[config.mk]
export PLATFORM = sky130hd
export DESIGN_NAME = regfile_write_scheduler_flat
export DESIGN_NICKNAME = d
export VERILOG_FILES = /design/src/rtl/regfile_write_scheduler_if.sv /design/src/rtl/regfile_write_scheduler.sv /design/src/flat_wrapper.sv
export SDC_FILE = /design/constraint.sdc
export NUM_CORES = 1
export LEC_CHECK = 0
export ABC_AREA = 1
export CORE_UTILIZATION = 50
export CTS_BUF_LIST = sky130_fd_sc_hd__clkbuf_2 sky130_fd_sc_hd__clkbuf_4 sky130_fd_sc_hd__clkbuf_8
export CTS_CLUSTER_DIAMETER = 200
export DETAILED_ROUTE_END_ITERATION = 8
export HOLD_SLACK_MARGIN = 0.08
export PLACE_DENSITY = 0.88
export SETUP_SLACK_MARGIN = 0.5
export SLEW_MARGIN = 20
export SYNTH_ARGS = -nofsm -noshare
export SYNTH_HDL_FRONTEND = slang
export SYNTH_SLANG_ARGS = --single-unit
[constraint.sdc]
create_clock -name clk -period 4.5 [get_ports clk]
set_clock_uncertainty 0.2 [all_clocks]
set_input_delay 0.45 -clock clk [delete_from_list [all_inputs] [get_ports clk]]
set_output_delay 0.45 -clock clk [all_outputs]
set_load 0.03 [all_outputs]
[src/rtl/regfile_write_scheduler_if.sv]
// Issue, writeback-request and write-port signals of the
// register-file write scheduler.
interface regfile_write_scheduler_if #(
  parameter int NUM_REGS = 32,
  parameter int ADDR_W   = 5,
  parameter int DATA_W   = 32
);
  logic                iss_valid;
  logic                iss_wr;
  logic [ADDR_W-1:0]   iss_dst;
  logic [ADDR_W-1:0]   iss_src1;
  logic [ADDR_W-1:0]   iss_src2;
  logic                iss_stall;
  logic                a_valid;
  logic [ADDR_W-1:0]   a_addr;
  logic [DATA_W-1:0]   a_data;
  logic                a_ready;
  logic                b_valid;
  logic [ADDR_W-1:0]   b_addr;
  logic [DATA_W-1:0]   b_data;
  logic                b_ready;
  logic                wr_en;
  logic [ADDR_W-1:0]   wr_addr;
  logic [DATA_W-1:0]   wr_data;
  logic [NUM_REGS-1:0] busy_vec;
  logic                err;

  modport master (
    output iss_valid, iss_wr, iss_dst, iss_src1, iss_src2,
    output a_valid, a_addr, a_data,
    output b_valid, b_addr, b_data,
    input  iss_stall, a_ready, b_ready,
    input  wr_en, wr_addr, wr_data, busy_vec, err
  );

  modport slave (
    input  iss_valid, iss_wr, iss_dst, iss_src1, iss_src2,
    input  a_valid, a_addr, a_data,
    input  b_valid, b_addr, b_data,
    output iss_stall, a_ready, b_ready,
    output wr_en, wr_addr, wr_data, busy_vec, err
  );
endinterface

[src/rtl/regfile_write_scheduler.sv]
// Round-robin arbiter for the single register-file write port
// plus the pending-write scoreboard that drives the decode stall.
module regfile_write_scheduler #(
  parameter int NUM_REGS = 32,
  parameter int ADDR_W   = 5,
  parameter int DATA_W   = 32
) (
  input logic                     clk,
  input logic                     rst_n,
  regfile_write_scheduler_if.slave bus
);

  typedef enum logic {PTR_A, PTR_B} ptr_e;

  ptr_e                ptr_q, ptr_d;
  logic [NUM_REGS-1:0] busy_q, busy_d;
  logic                wr_en_q, wr_en_d;
  logic [ADDR_W-1:0]   wr_addr_q, wr_addr_d;
  logic [DATA_W-1:0]   wr_data_q, wr_data_d;
  logic                err_q, err_d;

  logic                gnt_a, gnt_b, gnt;
  logic [ADDR_W-1:0]   g_addr;
  logic [DATA_W-1:0]   g_data;
  logic                stall, issue;

  // busy_q[0] is never set, so r0 cannot stall
  assign stall = bus.iss_valid &
                 (busy_q[bus.iss_src1] |
                  busy_q[bus.iss_src2] |
                  (bus.iss_wr & busy_q[bus.iss_dst]));

  assign issue = bus.iss_valid & ~stall & bus.iss_wr &
                 (bus.iss_dst != '0);

  always_comb begin
    gnt_a = bus.a_valid & (~bus.b_valid | (ptr_q == PTR_A));
    gnt_b = bus.b_valid & (~bus.a_valid | (ptr_q == PTR_B));
    gnt   = gnt_a | gnt_b;
    g_addr = '0;
    g_data = '0;
    unique case (1'b1)
      gnt_a: begin
        g_addr = bus.a_addr;
        g_data = bus.a_data;
      end
      gnt_b: begin
        g_addr = bus.b_addr;
        g_data = bus.b_data;
      end
      default: ;
    endcase
  end

  always_comb begin
    ptr_d     = ptr_q;
    busy_d    = busy_q;
    wr_en_d   = 1'b0;
    wr_addr_d = wr_addr_q;
    wr_data_d = wr_data_q;
    err_d     = err_q;
    if (gnt) begin
      ptr_d     = gnt_a ? PTR_B : PTR_A;
      wr_addr_d = g_addr;
      wr_data_d = g_data;
      if (g_addr != '0) begin
        wr_en_d        = 1'b1;
        busy_d[g_addr] = 1'b0;
        if (!busy_q[g_addr]) err_d = 1'b1;
      end
    end
    // set after clear: a same-edge set wins
    if (issue) busy_d[bus.iss_dst] = 1'b1;
    busy_d[0] = 1'b0;
  end

  always_ff @(posedge clk or negedge rst_n) begin
    if (!rst_n) begin
      ptr_q     <= PTR_A;
      busy_q    <= '0;
      wr_en_q   <= 1'b0;
      wr_addr_q <= '0;
      wr_data_q <= '0;
      err_q     <= 1'b0;
    end else begin
      ptr_q     <= ptr_d;
      busy_q    <= busy_d;
      wr_en_q   <= wr_en_d;
      wr_addr_q <= wr_addr_d;
      wr_data_q <= wr_data_d;
      err_q     <= err_d;
    end
  end

  assign bus.iss_stall = stall;
  assign bus.a_ready   = gnt_a;
  assign bus.b_ready   = gnt_b;
  assign bus.wr_en     = wr_en_q;
  assign bus.wr_addr   = wr_addr_q;
  assign bus.wr_data   = wr_data_q;
  assign bus.busy_vec  = busy_q;
  assign bus.err       = err_q;

endmodule

[src/flat_wrapper.sv]
// flat-port wrapper written by rule: the top's interface ports become plain ports
module regfile_write_scheduler_flat 
#(
  parameter int NUM_REGS = 32,
  parameter int ADDR_W   = 5,
  parameter int DATA_W   = 32
)
  (clk, rst_n, bus_iss_valid, bus_iss_wr, bus_iss_dst, bus_iss_src1, bus_iss_src2, bus_a_valid, bus_a_addr, bus_a_data, bus_b_valid, bus_b_addr, bus_b_data, bus_iss_stall, bus_a_ready, bus_b_ready, bus_wr_en, bus_wr_addr, bus_wr_data, bus_busy_vec, bus_err);
  regfile_write_scheduler_if #(.NUM_REGS(NUM_REGS), .ADDR_W(ADDR_W), .DATA_W(DATA_W)) bus_i ();
  input logic clk;
  input logic rst_n;
  input wire logic [$bits(bus_i.iss_valid)-1:0] bus_iss_valid;
  input wire logic [$bits(bus_i.iss_wr)-1:0] bus_iss_wr;
  input wire logic [$bits(bus_i.iss_dst)-1:0] bus_iss_dst;
  input wire logic [$bits(bus_i.iss_src1)-1:0] bus_iss_src1;
  input wire logic [$bits(bus_i.iss_src2)-1:0] bus_iss_src2;
  input wire logic [$bits(bus_i.a_valid)-1:0] bus_a_valid;
  input wire logic [$bits(bus_i.a_addr)-1:0] bus_a_addr;
  input wire logic [$bits(bus_i.a_data)-1:0] bus_a_data;
  input wire logic [$bits(bus_i.b_valid)-1:0] bus_b_valid;
  input wire logic [$bits(bus_i.b_addr)-1:0] bus_b_addr;
  input wire logic [$bits(bus_i.b_data)-1:0] bus_b_data;
  output wire logic [$bits(bus_i.iss_stall)-1:0] bus_iss_stall;
  output wire logic [$bits(bus_i.a_ready)-1:0] bus_a_ready;
  output wire logic [$bits(bus_i.b_ready)-1:0] bus_b_ready;
  output wire logic [$bits(bus_i.wr_en)-1:0] bus_wr_en;
  output wire logic [$bits(bus_i.wr_addr)-1:0] bus_wr_addr;
  output wire logic [$bits(bus_i.wr_data)-1:0] bus_wr_data;
  output wire logic [$bits(bus_i.busy_vec)-1:0] bus_busy_vec;
  output wire logic [$bits(bus_i.err)-1:0] bus_err;
  assign bus_i.iss_valid = bus_iss_valid;
  assign bus_i.iss_wr = bus_iss_wr;
  assign bus_i.iss_dst = bus_iss_dst;
  assign bus_i.iss_src1 = bus_iss_src1;
  assign bus_i.iss_src2 = bus_iss_src2;
  assign bus_i.a_valid = bus_a_valid;
  assign bus_i.a_addr = bus_a_addr;
  assign bus_i.a_data = bus_a_data;
  assign bus_i.b_valid = bus_b_valid;
  assign bus_i.b_addr = bus_b_addr;
  assign bus_i.b_data = bus_b_data;
  assign bus_iss_stall = bus_i.iss_stall;
  assign bus_a_ready = bus_i.a_ready;
  assign bus_b_ready = bus_i.b_ready;
  assign bus_wr_en = bus_i.wr_en;
  assign bus_wr_addr = bus_i.wr_addr;
  assign bus_wr_data = bus_i.wr_data;
  assign bus_busy_vec = bus_i.busy_vec;
  assign bus_err = bus_i.err;
  regfile_write_scheduler #(.NUM_REGS(NUM_REGS), .ADDR_W(ADDR_W), .DATA_W(DATA_W)) u_core (.clk(clk), .rst_n(rst_n), .bus(bus_i));
endmodule
==> flow_summary_export.csv, run 1 <==
group,metric,value,unit
placement,port_buffers,167,
clock_tree,clk_path_buf_depth,2,
power_and_ir_drop,p_leak,3.18,nW
synthesis,yosys-top-cells-area,"dfrtp_1 (37%), nand2_1 (25%), nand3_1 (14%)",
synthesis,ys_ff_latch,71,
die,row_count,35,
worst_setup_path,startpoint_type,"input port",
synthesis,ys_top_cells_by_count,"nand2_1 (322), nand3_1 (131), dfrtp_1 (71)",
sta,max_freq,0.270,GHz
global_routing,grt.total_usage,34.9,%
synthesis,synth_area,4780,um2
synthesis,synth_edf_count,0,
sta,tns,0,ns
finish,antenna_cells,0,
power_and_ir_drop,vdd_drop_max,0.000237,V
placement,hpwl,12500,um
hold_path,whs_endpoint,"u_core.bus.err",
synthesis,synth-async-reset-ratio,100,%
flow_run,drv_cap,0,
finish,nNetsFinal,1005,
synthesis,synth_top_cell_by_area,"dfrtp_1",
global_routing,grt_start_max_net_pins,48,
clock_tree,postCtsSetupBuffers,0,
die,die_h,99.8,um
synthesis,yosys_warnings,0,
finish,nFillCells,769,
clock_tree,cts_made_buffers,9,
worst_setup_path,crit_arrival,3.05,ns
synthesis,synth_cell_types,24,
global_routing,grt_pass1_wl,26800,um
sta,whs,0.281,ns
sta,setup_viol,0,
die,dieArea,9960,um2
hold_path,hp-class,"reg -> reg",
route,vias,5792,
worst_setup_path,reg2regPathDepth,11,
die,coreArea,9240,um2
worst_setup_path,timing.rr.end,"u_core.bus.busy_vec[9]",
clock_tree,cts_max_level,3,
route,dr.pass1.iters,5,
route,dr.first_iter.drc_count,589,
synthesis,avgSynthCellArea,6.31,um2
worst_setup_path,cp-end-kind,"output port",
sta,min_period,3.70,ns
synthesis,ys_seq_area_share,37.1,%
clock_tree,clk_latency,0.35,ns
worst_setup_path,cp_data_required_time,3.85,ns
clock_tree,cts_sinks,71,
route,drcViolationCount,0,
route,wl,17100,um
worst_setup_path,rrSetupSlack,2.04,ns
finish,syn_to_final_growth,39.2,%
finish,drive_above_1_share,4.92,%
synthesis,post-synth-top-count-cell,"nand2_1",
die,ioPinCount,169,
synthesis,syn_inst,758,
clock_tree,clk_pin_slew,0.08,ns
worst_setup_path,worstReg2RegStart,"u_core.bus.busy_vec[7]",
route,vias_per_cell,5.55,
clock_tree,cts_root_buf,"clkbuf_8",
die,start_util,51.8,%
sta,tightest_slew,0.972,ns
global_routing,grt_pass1_vias,5413,
synthesis,yosys.area.top_type_share,37.1,%
worst_setup_path,crit_type,"in -> out",
route,detail_route.wl_per_cell,16.4,um
synthesis,synth_ff_type,"dfrtp_1",
clock_tree,cts_tree,"yes",
die,fp.dieW,99.8,um
global_routing,overflow,0,
sta,rsz0062_at_grt,"false",
outcome,outcome,"complete, no violations",
global_routing,antenna_found_initial,0,
hold_path,min_from,"u_core.bus.err",
power_and_ir_drop,power.density,324,nW/um2
sta,hold_viol,0,
sta,slew_viol_final,0,
placement,gp_congestion,0.942,
sta,maxSlewHeadroom,35.1,%
route,postRouteAntennaNets,0,
sta,layout_worst_path_cycle_share,82.2,%
hold_path,hold_depth,2,
synthesis,syn_nets,853,
worst_setup_path,cp_max_fo,17,
[logic make-up (layout without fill, tap and decap cells)]
family	Yosys count	count (layout)	synth area share, %
other	1	1	0.0784
DFF	71	71	37.1
and+or+nand+nor	524	524	46.3
buffers and inverters	104	261	9.81
AOI/OAI and AO/OA	58	58	6.67
[placed cells by master (no fill, tap or decap), drive strengths merged]
cell	Yosys	routed
clkinvlp	0	2
inv	73	74
o22ai	3	3
dlygate4sd3	0	1
bufinv	0	1
conb	1	1
nor3	9	9
clkbuf	9	9
dfrtp	71	71
nand2	326	326
o211ai	1	1
nor2	49	49
dlymetal6s2s	0	1
clkinv	0	3
nand3	140	140
clkdlybuf4s50	0	165
buf	22	5
a21boi	1	1
o21ai	53	53
[state kept, by name (all words and copies together), names as in the netlist]
register / cells
u_core.bus.err: 1
u_core.bus.wr_addr: 5
u_core.bus.busy_vec: 31
u_core.bus.wr_en: 1
u_core.ptr_q: 1
u_core.bus.wr_data: 32
[layout make-up]
type | instances | area [um2] | area share (%)
clock buffer | 9 | 124 | 1.86
clock inverter | 7 | 72.6 | 1.09
inverter | 73 | 277 | 4.15
multi-input combinational | 583 | 2540 | 38.1
sequential | 71 | 1780 | 26.7
tap | 129 | 161 | 2.42
timing repair buffer | 172 | 1710 | 25.7
[through the flow]
stage | instances | util, % | area (um2) | total power [W] | setup slack [ns]
after floorplan | 758 | - | 4780 | 0.00125 | 2.28
after global placement | 1027 | 69.8 | 6450 | 0.00162 | 0.816
after detailed placement | 1027 | 69.8 | 6450 | 0.00163 | 0.718
after CTS | 1043 | 71.9 | 6650 | 0.00214 | 0.705
after global routing | 1044 | 72.1 | 6660 | 0.00225 | 0.538
final | 1044 | 72.1 | 6660 | 0.00216 | 0.799
[routing by layer]
| metal | up-vias | GRT usage [%] | wire [um] |
|---|---|---|---|
| li1 | 2707 | - | - |
| met1 | 2653 | 45.9 | 6610 |
| met2 | 348 | 55.3 | 7890 |
| met3 | 84 | 7.31 | 1810 |
| met4 | 0 | 16.5 | 776 |
| met5 | - | 0 | 0 |
[critical path: stages]
cell and delay, ns:
clkdlybuf4s50_1 0.87, inv_4 0.18, nand2_1 0.11, nand3_1 0.07, nand3_1 0.11, nand2_1 0.05, nand2_1 0.06, nand3_1 0.06
nand2_1 0.10, nand2_1 0.15, o21ai_0 0.19, inv_1 0.06, clkdlybuf4s50_1 0.59
[worst max path at each step]
| stage | end | startpoint | slack, ns | depth (start not counted) |
|---|---|---|---|---|
| 2_1_floorplan | bus_iss_stall | bus_iss_dst[0] | 2.28 | 11 |
| 3_3_place_gp | bus_iss_stall | bus_iss_src1[0] | 0.82 | 12 |
| 3_5_place_dp | bus_iss_stall | bus_iss_src1[0] | 0.72 | 12 |
| 4_1_cts | bus_iss_stall | bus_iss_src1[0] | 0.71 | 12 |
| 5_1_grt | bus_iss_stall | bus_iss_src2[0] | 0.54 | 13 |
| 6_report | bus_iss_stall | bus_iss_src2[0] | 0.80 | 13 |
[power by group]
group | leakage, nW | internal, W | switching (W) | total, W
logic | 2.19 | 0.000316 | 0.000494 | 0.000810
registers | 0.893 | 0.000720 | 0.000105 | 0.000825
clock network | 0.0956 | 0.000257 | 0.000264 | 0.000521
[repair_timing]
item	4_1_cts	5_1_grt
hold buffers	0	1
hold endpoints to repair	0	46
endpoints found under the setup margin	0	1
gates resized for setup	0	1
No activity file was read; power rests on OpenSTA's default activity.
==> run 2, diff against run 1 <==
- CORE_UTILIZATION: 50 -> 43
- PLACE_DENSITY: 0.88 -> 0.8
- clock period: 4.5 -> 3.12 ns (I/O delays scaled with it)
==> run 2 against run 1 <==
Critical path depth is the same. Non-clock buffer count grew 13. Die area grew 16%. Total power grew 46%. Final area grew 3.1%. Sequential share of layout area shrank 0.76 points. Core utilization shrank 8.8 points. Routed wire length shrank 1.1%. Largest power group is now combinational cells. Register-to-register slack lost 1.1 ns. Clock-buffer cell count is the same. First-iteration DRC count shrank 2.5%. Clock power grew 49%.
==> flow_summary_export.csv, run 2 (synthesis gave the netlist of run 1 again) <==
group,metric,value,unit
outcome,outcome,"complete, no violations",
sta,max_freq,0.397,GHz
power_and_ir_drop,power_switching,0.00126,W
route,detail_route.wl_per_cell,15.8,um
sta,rsz0062_at_grt,"false",
clock_tree,clk_latency,0.36,ns
power_and_ir_drop,p_total,0.00315,W
die,ioPinCount,169,
placement,gp_congestion,0.906,
placement,hpwl,11900,um
power_and_ir_drop,clkPwrFrac,24.6,%
placement,port_buffers,167,
power_and_ir_drop,p_comb_share,37.8,%
clock_tree,cts_max_level,3,
global_routing,grt_pass1_vias,5312,
finish,drive_above_1_share,7.54,%
sta,hold_viol,0,
sta,whs,0.270,ns
power_and_ir_drop,p_leak,3.29,nW
finish,layout.cells.most_common_list,"nand2_1 (321), clkdlybuf4s50_1 (160), nand3_1 (131)",
clock_tree,cts_tree,"yes",
global_routing,grt.total_usage,30.0,%
sta,min_period,2.52,ns
sta,tightest_slew,0.928,ns
hold_path,hp-class,"reg -> reg",
finish,nNetsFinal,1018,
die,fp.dieW,107,um
placement,placed_area,6530,um2
route,dr.pass1.iters,5,
flow_run,drv_cap,0,
route,vias_per_cell,5.31,
die,die_h,107,um
finish,syn_to_final_growth,43.5,%
power_and_ir_drop,power.density,459,nW/um2
power_and_ir_drop,vdd_drop_max,0.000312,V
finish,final_common_cell,"nand2_1",
worst_setup_path,cp_data_required_time,2.61,ns
die,dieArea,11600,um2
worst_setup_path,cp_max_fo,7,
clock_tree,clk_path_buf_depth,2,
clock_tree,cts_root_buf,"clkbuf_8",
global_routing,antenna_found_initial,0,
power_and_ir_drop,p_int,0.00190,W
route,dr.first_iter.drc_count,574,
power_and_ir_drop,switching_share,39.8,%
route,drcViolationCount,0,
clock_tree,cts_made_buffers,9,
power_and_ir_drop,pwr-share-seq,37.6,%
sta,setup_viol,0,
sta,layout_worst_path_cycle_share,80.7,%
sta,slew_viol_final,0,
finish,design_area,6870,um2
global_routing,grt_start_max_net_pins,72,
finish,largest_register_ffs,32,
global_routing,overflow,0,
sta,tns,0,ns
route,vias,5676,
die,start_util,44.1,%
worst_setup_path,crit_type,"in -> out",
finish,antenna_cells,0,
route,postRouteAntennaNets,0,
sta,maxSlewHeadroom,38.1,%
worst_setup_path,cp-end-kind,"output port",
die,row_count,38,
worst_setup_path,crit_arrival,2.01,ns
clock_tree,cts_sinks,71,
die,coreArea,10800,um2
global_routing,grt_pass1_wl,26900,um
worst_setup_path,startpoint_type,"input port",
route,wl,16900,um
clock_tree,clk_pin_slew,0.08,ns
-- run 2: changes by cell type in the layout (fill, tap and decap cells not counted), moves of 2 or more --
cell,before,now
buf_4,5,13
clkdlybuf4s50_1,165,160
nor3_1,9,5
nor3_2,0,4
dlymetal6s2s_1,1,4
buf_12,0,2
buf_6,0,2
dfrtp_1,71,69
dfrtp_2,0,2
inv_1,67,65
nor2_1,48,46
nor2_2,0,2
-- run 2: layer usage --
metal	GRT usage, %	wire length [um]
met5	0	0
met4	12.6	677
met3	6.66	1580
met2	47.8	7780
met1	39.2	6850
-- run 2: through the flow --
stage	worst slack (ns)	cells	utilization, %
2_1_floorplan	1.11	758	-
3_3_place_gp	0.423	1045	60.2
3_5_place_dp	0.428	1045	60.2
4_1_cts	0.506	1062	62.2
5_1_grt	0.449	1068	63.3
6_report	0.602	1068	63.3
-- run 2: power groups by stage --
stage	Combinational, W	Sequential, W	Clock (W)
2_1_floorplan	0.000425	0.00138	0
3_3_place_gp	0.00116	0.00119	0
3_5_place_dp	0.00116	0.00119	0
4_1_cts	0.00117	0.00118	0.000781
5_1_grt	0.00129	0.00119	0.000824
6_report	0.00119	0.00118	0.000776
-- run 2: critical path, stage by stage --
cell and delay [ns]:
clkdlybuf4s50_1 0.48, buf_6 0.11, clkinvlp_4 0.14, buf_4 0.17, nand2_1 0.07, nand2_1 0.06, nand2_1 0.05, nand2_1 0.05
nor2_1 0.12, a21boi_2 0.09, o21ai_1 0.14, inv_1 0.05, buf_4 0.16
-- run 2: final timing paths --
check / from / endpoint / slack (ns) / cells past startpoint
worst max-delay path: bus_iss_dst[1] / bus_iss_stall / 0.60 / 13
worst min-delay path: u_core.bus.err / u_core.bus.err / 0.27 / 2
worst max register to register: u_core.ptr_q / u_core.bus.busy_vec[30] / 0.90 / 7
worst min register to register: u_core.bus.err / u_core.bus.err / 0.27 / 2
max in group asynchronous: rst_n / u_core.bus.busy_vec[20] / 1.54 / 3
min in group asynchronous: rst_n / u_core.bus.busy_vec[11] / 0.51 / 3
-- run 2: cell type report --
type	instances	area, um2
clock buffer	9	124
clock inverter	7	80.1
fill	1003	3980
multi-input combinational	583	2570
timing repair buffer	185	1860
inverter	73	280
tap	140	175
sequential	71	1780
-- run 2: what timing repair did --
item,4_1_cts,5_1_grt
endpoints found under the hold margin,71,0
pin swaps,0,0
gates cloned,0,2
setup endpoints to repair,1,1
buffers inserted,0,4
hold buffers,1,0
gates resized for setup,1,23
==> run 3, diff against run 2 <==
- clock period: 3.12 -> 2.04 ns (I/O delays scaled with it)
==> run 3 against run 2 <==
The flow now finishes with violations (setup timing). Clock power is 42% higher. Non-clock buffer count is 112 higher. Hold slack worse by 0.066 ns. Register-to-register slack worse by 1.2 ns. Combinational power is 140% higher. Sequential cell count stayed put. Critical endpoint is now u_core.bus.err. Largest cell class unchanged.
==> flow_summary_export.csv, run 3 (synthesis gave the netlist of run 1 again) <==
group,metric,value,unit
power_and_ir_drop,pwr-share-seq,32.7,%
power_and_ir_drop,p_comb_share,48.3,%
sta,slew_viol_final,0,
worst_setup_path,crit_arrival,2.47,ns
route,wl,27000,um
global_routing,overflow,0,
die,start_util,44.1,%
power_and_ir_drop,p_leak,4.48,nW
outcome,violations,"setup timing",
flow_run,drv_cap,0,
global_routing,antenna_found_initial,0,
finish,antenna_cells,0,
power_and_ir_drop,power.density,643,nW/um2
finish,multi_input_area,3490,um2
global_routing,grt.total_usage,40.2,%
finish,syn_to_final_growth,88.5,%
finish,nFillCells,581,
clock_tree,cts_tree,"yes",
sta,max_freq,0.412,GHz
sta,tns,-4.78,ns
route,vias_per_cell,6.10,
clock_tree,clk_pin_slew,0.10,ns
power_and_ir_drop,p_int,0.00321,W
clock_tree,clk_path_buf_depth,2,
die,row_count,38,
power_and_ir_drop,clkPwrFrac,19.0,%
worst_setup_path,startpoint_type,"input port",
finish,regArea,1820,um2
clock_tree,cts_made_buffers,9,
power_and_ir_drop,switching_share,44.6,%
power_and_ir_drop,power_switching,0.00258,W
sta,setup_viol,36,
finish,final_cells,1188,
clock_tree,cts_max_level,3,
worst_setup_path,cp_max_fo,12,
route,vias,7247,
finish,final_common_cell,"nand2_1",
global_routing,grt_start_max_net_pins,72,
hold_path,hp-class,"in -> reg",
route,dr.first_iter.drc_count,950,
outcome,outcome,"finished, violations left",
sta,hold_viol,0,
die,die_h,107,um
route,dr.pass1.iters,8,
die,coreArea,10800,um2
power_and_ir_drop,vdd_drop_max,0.000647,V
placement,hpwl,12800,um
sta,layout_worst_path_cycle_share,119,%
power_and_ir_drop,p_total,0.00580,W
die,fp.dieW,107,um
sta,min_period,2.43,ns
global_routing,grt_pass1_vias,6761,
worst_setup_path,crit_type,"in -> reg",
worst_setup_path,cp-end-kind,"register",
die,dieArea,11600,um2
route,postRouteAntennaNets,0,
clock_tree,cts_sinks,71,
die,ioPinCount,169,
sta,setup_ws,-0.385,ns
finish,layout.cells.most_common_list,"nand2_1 (253), clkdlybuf4s50_1 (88), buf_4 (83)",
clock_tree,cts_root_buf,"clkbuf_8",
worst_setup_path,cp_data_required_time,2.09,ns
sta,rsz0062_at_grt,"true",
finish,nNetsFinal,1138,
global_routing,grt_pass1_wl,35000,um
route,detail_route.wl_per_cell,22.7,um
finish,fin_util,83.2,%
placement,gp_congestion,0.961,
finish,drive_above_1_share,43.9,%
finish,largest_register_ffs,32,
clock_tree,clk_latency,0.36,ns
placement,port_buffers,167,
placement,place_inst,1086,
route,drcViolationCount,0,
run 3: cell count changes in the layout (fill, tap and decap cells not counted), sizes merged, moves of 4 or more:
cell           previous run  this run
dlymetal6s2s              4         0
clkdlybuf4s15             0        11
clkinv                    2         9
buf                      18       154
clkdlybuf4s50           160        88
clkbuf                   10        47
dlygate4sd2               1         5
run 3: per-layer routing:
metal	GRT usage, %	up-vias	routed length, um
li1	-	2984	-
met1	44.1	3285	8560
met2	68.0	710	12500
met3	9.81	268	3130
met4	28.1	0	2770
met5	0	-	0
run 3: final timing paths:
kind,cells after the start,endpoint,start,slack (ns)
max in group asynchronous,3,u_core.bus.busy_vec[11],rst_n,1.04
setup / recovery,14,u_core.bus.err,bus_a_valid,-0.39
setup reg to reg,14,u_core.bus.err,u_core.ptr_q,-0.32
min in group asynchronous,3,u_core.bus.wr_data[10],rst_n,0.25
hold / removal,3,u_core.bus.wr_data[13],bus_a_data[13],0.20
hold reg to reg,2,u_core.bus.wr_data[17],u_core.bus.wr_data[17],0.32
run 3: worst max-delay path, cell delays in order:
cell and delay [ns]:
clkdlybuf4s50_1 0.59, nand2_4 0.21, buf_6 0.13, nand3_4 0.15, nand2_4 0.22, nand2_1 0.23
nand2_1 0.16, nand2_1 0.08, nand3_1 0.11, nand3_2 0.09, nand2_1 0.07, nand2_1 0.06
nand2_1 0.09, nand2_1 0.07
run 3: layout make-up:
type | instances | share of cell area (%)
multi-input combinational | 584 | 38.7
timing repair buffer | 297 | 32.3
sequential | 71 | 20.1
inverter | 73 | 3.52
tap | 140 | 1.94
timing repair inverter | 7 | 1.42
clock buffer | 9 | 1.37
clock inverter | 7 | 0.611
run 3: per-stage QoR:
step / cell area, um2 / hold slack, ns / setup WS [ns]
2_1_floorplan: 4910 / -0.292 / 0.348
3_3_place_gp: 7020 / 0.0638 / -0.248
3_5_place_dp: 7020 / 0.0656 / -0.257
4_1_cts: 8560 / 0.209 / -0.0813
5_1_grt: 9020 / 0.224 / -0.322
6_report: 9020 / 0.204 / -0.385
run 3: power groups by stage:
| stage | combinational (W) | clock (W) | sequential, W |
|---|---|---|---|
| 2_1_floorplan | 0.000680 | 0 | 0.00213 |
| 6_report | 0.00280 | 0.00110 | 0.00189 |
| 4_1_cts | 0.00242 | 0.00105 | 0.00183 |
| 3_3_place_gp | 0.00191 | 0 | 0.00184 |
| 3_5_place_dp | 0.00192 | 0 | 0.00184 |
| 5_1_grt | 0.00290 | 0.00115 | 0.00190 |
run 3: repair_timing:
action / 4_1_cts / 5_1_grt
endpoints found under the setup margin: 143 / 126
pin swaps: 54 / 33
hold buffers: 1 / 0
gates resized for setup: 401 / 174
setup buffers: 58 / 12
cloned: 11 / 4
endpoints found under the hold margin: 71 / 0
